$ cat src/rtl/reg_file_writeback_pkg.sv
// Shared widths, register index constants and reset values for the
// write-back / register file slice of the single-cycle datapath.
package reg_file_writeback_pkg;

    localparam int DATA_WIDTH_DEF = 32;
    localparam int ADDR_WIDTH_DEF = 5;

    localparam logic [4:0] REG_ZERO = 5'd0;
    localparam logic [4:0] REG_SP   = 5'd29;
    localparam logic [4:0] REG_RA   = 5'd31;

    localparam logic [31:0] SP_RESET_DEF = 32'h0000_0FFC;

endpackage

$ cat src/rtl/reg_file_writeback_wb_select.sv
// Write-back muxes: destination index (rt/rd) and write-back value
// (ALU result or load data). Purely combinational.
module wb_select
    import reg_file_writeback_pkg::*;
#(
    parameter int DATA_WIDTH = DATA_WIDTH_DEF,
    parameter int ADDR_WIDTH = ADDR_WIDTH_DEF
) (
    input  logic                  RegDst,
    input  logic                  MemtoReg,
    input  logic [ADDR_WIDTH-1:0] rt_addr,
    input  logic [ADDR_WIDTH-1:0] rd_addr,
    input  logic [DATA_WIDTH-1:0] ALU_Result,
    input  logic [DATA_WIDTH-1:0] Mem_Read_Data,
    output logic [ADDR_WIDTH-1:0] WB_Addr,
    output logic [DATA_WIDTH-1:0] WB_Data
);

    // Destination and data selection
    always_comb begin
        WB_Addr = rt_addr;
        WB_Data = ALU_Result;
        if (RegDst) begin
            WB_Addr = rd_addr;
        end else begin
            WB_Addr = rt_addr;
        end
        if (MemtoReg) begin
            WB_Data = Mem_Read_Data;
        end else begin
            WB_Data = ALU_Result;
        end
    end

endmodule

$ cat src/rtl/reg_file_writeback.sv
// 32-entry register file with folded-in write-back selection, optional
// same-cycle write-to-read bypass, and a committed-write counter.
module reg_file_writeback
    import reg_file_writeback_pkg::*;
#(
    parameter int                    DATA_WIDTH = DATA_WIDTH_DEF,
    parameter int                    ADDR_WIDTH = ADDR_WIDTH_DEF,
    parameter int                    SP_INDEX   = 29,
    parameter logic [DATA_WIDTH-1:0] SP_RESET   = SP_RESET_DEF,
    parameter bit                    BYPASS_EN  = 1'b1
) (
    input  logic                  clk,
    input  logic                  rst,
    input  logic                  RegWrite,
    input  logic                  RegDst,
    input  logic                  MemtoReg,
    input  logic [ADDR_WIDTH-1:0] rs_addr,
    input  logic [ADDR_WIDTH-1:0] rt_addr,
    input  logic [ADDR_WIDTH-1:0] rd_addr,
    input  logic [DATA_WIDTH-1:0] ALU_Result,
    input  logic [DATA_WIDTH-1:0] Mem_Read_Data,
    output logic [DATA_WIDTH-1:0] Reg_File_RD1,
    output logic [DATA_WIDTH-1:0] Reg_File_RD2,
    output logic [DATA_WIDTH-1:0] WB_Data,
    output logic [ADDR_WIDTH-1:0] WB_Addr,
    output logic [15:0]           wr_count
);

    localparam int NUM_REGS = 1 << ADDR_WIDTH;

    logic [DATA_WIDTH-1:0] regs_r [NUM_REGS];
    logic [15:0]           wr_count_r;
    logic [ADDR_WIDTH-1:0] wb_addr_s;
    logic [DATA_WIDTH-1:0] wb_data_s;
    logic                  wr_en_s;

    wb_select #(
        .DATA_WIDTH(DATA_WIDTH),
        .ADDR_WIDTH(ADDR_WIDTH)
    ) u_wb_select (
        .RegDst       (RegDst),
        .MemtoReg     (MemtoReg),
        .rt_addr      (rt_addr),
        .rd_addr      (rd_addr),
        .ALU_Result   (ALU_Result),
        .Mem_Read_Data(Mem_Read_Data),
        .WB_Addr      (wb_addr_s),
        .WB_Data      (wb_data_s)
    );

    // Index 0 is hardwired, so writes to it neither commit nor count
    always_comb begin
        wr_en_s = 1'b0;
        if (RegWrite && (wb_addr_s != {ADDR_WIDTH{1'b0}})) begin
            wr_en_s = 1'b1;
        end else begin
            wr_en_s = 1'b0;
        end
    end

    // Register array: async reset loads SP, clears everything else
    always_ff @(posedge clk or posedge rst) begin
        if (rst) begin
            for (int i = 0; i < NUM_REGS; i++) begin
                if (i == SP_INDEX) begin
                    regs_r[i] <= SP_RESET;
                end else begin
                    regs_r[i] <= {DATA_WIDTH{1'b0}};
                end
            end
        end else if (wr_en_s) begin
            regs_r[wb_addr_s] <= wb_data_s;
        end
    end

    // Committed-write counter, wraps silently
    always_ff @(posedge clk or posedge rst) begin
        if (rst) begin
            wr_count_r <= 16'd0;
        end else if (wr_en_s) begin
            wr_count_r <= wr_count_r + 16'd1;
        end
    end

    function automatic logic [DATA_WIDTH-1:0] read_port(
        input logic [ADDR_WIDTH-1:0] addr,
        input logic [ADDR_WIDTH-1:0] waddr,
        input logic                  wen,
        input logic [DATA_WIDTH-1:0] wdata,
        input logic [DATA_WIDTH-1:0] stored
    );
        logic [DATA_WIDTH-1:0] value;
        if (addr == {ADDR_WIDTH{1'b0}}) begin
            value = {DATA_WIDTH{1'b0}};
        end else if (BYPASS_EN && wen && (addr == waddr)) begin
            value = wdata;
        end else begin
            value = stored;
        end
        return value;
    endfunction

    // Zero-latency read ports with optional bypass
    always_comb begin
        Reg_File_RD1 = read_port(rs_addr, wb_addr_s, wr_en_s, wb_data_s, regs_r[rs_addr]);
        Reg_File_RD2 = read_port(rt_addr, wb_addr_s, wr_en_s, wb_data_s, regs_r[rt_addr]);
    end

    assign WB_Addr  = wb_addr_s;
    assign WB_Data  = wb_data_s;
    assign wr_count = wr_count_r;

endmodule
$ cat config.mk
export PLATFORM = sky130hd
export DESIGN_NAME = reg_file_writeback
export DESIGN_NICKNAME = d
export VERILOG_FILES = /design/src/rtl/reg_file_writeback_pkg.sv /design/src/rtl/reg_file_writeback_wb_select.sv /design/src/rtl/reg_file_writeback.sv
export SDC_FILE = /design/constraint.sdc
export NUM_CORES = 2
export LEC_CHECK = 0
export CORE_MARGIN = 4
export CORE_UTILIZATION = 25
export CTS_CLUSTER_DIAMETER = 120
export DETAILED_ROUTE_END_ITERATION = 7
export DONT_BUFFER_PORTS = 1
export PLACE_DENSITY = 0.42
export SETUP_SLACK_MARGIN = 0.02
export SLEW_MARGIN = 20
export SYNTH_ARGS = -nofsm -noshare
export SYNTH_HDL_FRONTEND = slang
export SYNTH_SLANG_ARGS = --single-unit
$ cat constraint.sdc
create_clock -name clk -period 54.4 [get_ports clk]
set_input_delay 10.88 -clock clk [delete_from_list [all_inputs] [get_ports clk]]
set_output_delay 10.88 -clock clk [all_outputs]
set_load 0.02 [all_outputs]
==> results.json <==
{
  "outcome": "completed",
  "fill_cells": 21700,
  "antenna_found_initial": 3,
  "setup_slack_ps": 29470,
  "yosys_register_bits": 1040,
  "drv_cap": 0,
  "vias": 37800,
  "layout_common_cells": "1030 x dfrtp_1, 710 x nor2_1, 706 x a21oi_1",
  "power.leakage_nw": 24.3,
  "ant_nets": 0,
  "synth_edf_count": 0,
  "slew_headroom": 0.147,
  "final_common_cell": "dfrtp_1",
  "clk_latency_ps": 740,
  "drtIter0Drc": 3039,
  "drv_slew": 0,
  "hold_class": "reg2reg",
  "synth_cell_types": 51,
  "clock-sinks": 1040,
  "fp.dieH_um": 469,
  "drt-wirelength-per-cell_um": 27.3,
  "die_w_um": 469,
  "drc": 0,
  "h-tree-depth": 4,
  "postSynthCellCount": 4764,
  "numCtsBuffers": 131,
  "synth_area_per_cell_um2": 11.1,
  "arrival_ps": 14050,
  "power_mw": 2.63,
  "grt_use_met1": 0.242,
  "use_met3": 0.0264,
  "path_cells": "or4b_2 -> o2bb2ai_1 -> and2_1 -> nand3_4 -> buf_4 -> mux2i_1",
  "synth_top_area_frac": 0.486,
  "nets": 4566,
  "globalplace.congestion": 0.761,
  "post_cts_buffers": 0,
  "firstDrtPassIters": 5,
  "rows": 168,
  "portBuffers": 0,
  "ctsRootBufferMaster": "clkbuf_16",
  "grt_pass1_vias": 38700,
  "cp-end-kind": "primary output",
  "period_share": 0.458,
  "yosys-top-cells-area": "dfrtp_1 49%, mux4_2 22%, a21oi_1 6.7%",
  "cp-start-kind": "input pin",
  "vias_per_cell": 5.12,
  "place_ws_ps": 29530,
  "critical_path_class": "in2out",
  "finalWirelength_um": 202000,
  "worst-slew-pin-transition_ps": 1270,
  "syn2layout_area_growth_pct": 13.0,
  "grt_remaining_overflow": 0,
  "use_met2": 0.312,
  "max_freq_mhz": 40.1,
  "syn_area_mm2": 0.0531,
  "dieArea_mm2": 0.220,
  "cts_buffer_depth": 3,
  "crit_required_ps": 43520,
  "cts_hold_buf": 0,
  "timing.hold.ws_ps": 392,
  "finClkSkew_ps": 8.93,
  "grt_usage": 0.183,
  "core_mm2": 0.210,
  "top_usage_layer": "met2",
  "postCtsResizedCells": 0,
  "crit_buf_inv": 1,
  "setup_viol": 0,
  "drive_above_1_share": 0.198,
  "start_util": 0.252,
  "irDropWorstVdd_uv": 34.7,
  "fin_tns_setup_ps": 0,
  "cp_slowest_cell": "mux2i_1",
  "io_pins": 201,
  "clk_pin_slew_worst_paths_ps": 60,
  "ys.flop_type": "dfrtp_1",
  "crit_path_max_incr_delay_ps": 890,
  "grt_pass1_wl_um": 292000,
  "synth-seq-area-share": 0.491,
  "cts_tree": "built",
  "period_needed_ps": 24930,
  "syn_nets": 4849,
  "hold_viol_final": 0,
  "dp_hpwl_um": 109000,
  "async_flop_share": 1.00,
  "power_density_mw_per_mm2": 43.9,
  "cp_top_family": "simple AND/OR/NAND/NOR gates",
  "critical_path.max_fanout": 22,
  "grt_max_degree": 267,
  "rsz0062_at_grt": "no",
  "yosysTopAreaCell": "dfrtp_1",
  "ys_warn_count": 0
}
cell type report:
| type | instances | area [µm²] | area share |
|---|---|---|---|
| Multi-Input combinational cell | 3127 | 25100 | 0.419 |
| Antenna cell | 1 | 2.50 | 0.0000417 |
| Timing Repair Buffer | 108 | 888 | 0.0148 |
| Sequential cell | 1040 | 26000 | 0.434 |
| Clock inverter | 24 | 171 | 0.00286 |
| Tap cell | 2805 | 3510 | 0.0585 |
| Clock buffer | 203 | 3910 | 0.0653 |
| Inverter | 73 | 282 | 0.00470 |
power by group:
group	switching (mW)	internal [mW]	leakage, nW	total (mW)
registers	0.169	1.00	12.9	1.17
clock network	0.346	0.497	2.02	0.843
logic	0.286	0.325	9.36	0.612
total	0.802	1.83	24.3	2.63
logic make-up after synthesis:
kind of cell / Yosys count / synth area share
XOR/XNOR: 25 / 0.00413
buffers and inverters: 597 / 0.0477
AND/OR/NAND/NOR: 1227 / 0.0960
multiplexers: 589 / 0.232
flip-flops: 1040 / 0.491
adder cells (fa/ha/maj): 1 / 0.000236
AO/OA/AOI/OAI: 1285 / 0.129
cell usage after synthesis (63+ instances only):
cell      instances
buf_2           151
inv_1            71
dfrtp_1        1030
mux4_2          510
nor4_1           63
mux2i_1          73
clkbuf_1        328
a21oi_1         706
nor2_1          714
o21ai_0         280
nand2_1         359
o22ai_1         218
final timing paths:
kind / from / end / slack (ps) / cells after the start
setup / recovery: rd_addr[4] / Reg_File_RD1[8] / 29470 / 6
hold / removal: regs_r[999]$_DFFE_PP0P_ / regs_r[999]$_DFFE_PP0P_ / 390 / 0
setup reg to reg: wr_count[3]$_DFFE_PP0P_ / wr_count[10]$_DFFE_PP0P_ / 52710 / 5
hold reg to reg: regs_r[999]$_DFFE_PP0P_ / regs_r[999]$_DFFE_PP0P_ / 390 / 0
max in group asynchronous: rst / regs_r[11]$_DFFE_PP0P_ / 38900 / 7
min in group asynchronous: rst / wr_count[5]$_DFFE_PP0P_ / 10060 / 1
state kept, by name, summed over array words and instances (netlist names):
register,cells
regs_r,1024
wr_count,16
through the flow:
step | std cells | cell area [µm²] | utilization
2_1_floorplan | 4764 | 53100 | -
3_3_place_gp | 7150 | 55800 | 0.265
3_5_place_dp | 7151 | 55800 | 0.265
4_1_cts | 7378 | 59900 | 0.285
5_1_grt | 7380 | 59900 | 0.285
6_report | 7381 | 59900 | 0.285
layer usage:
| layer | wire, µm | part of all wire |
|---|---|---|
| met5 | 0 | 0 |
| met3 | 9860 | 0.049 |
| met4 | 6300 | 0.031 |
| met1 | 86900 | 0.43 |
| met2 | 98600 | 0.49 |
worst reg2reg max path, delay by kind of cell (launching register included):
kind          cells  cell delay (ps)
flops             1              540
simple gates      4              920
xor+xnor          1              150
No activity file was read; power rests on OpenSTA's default activity.
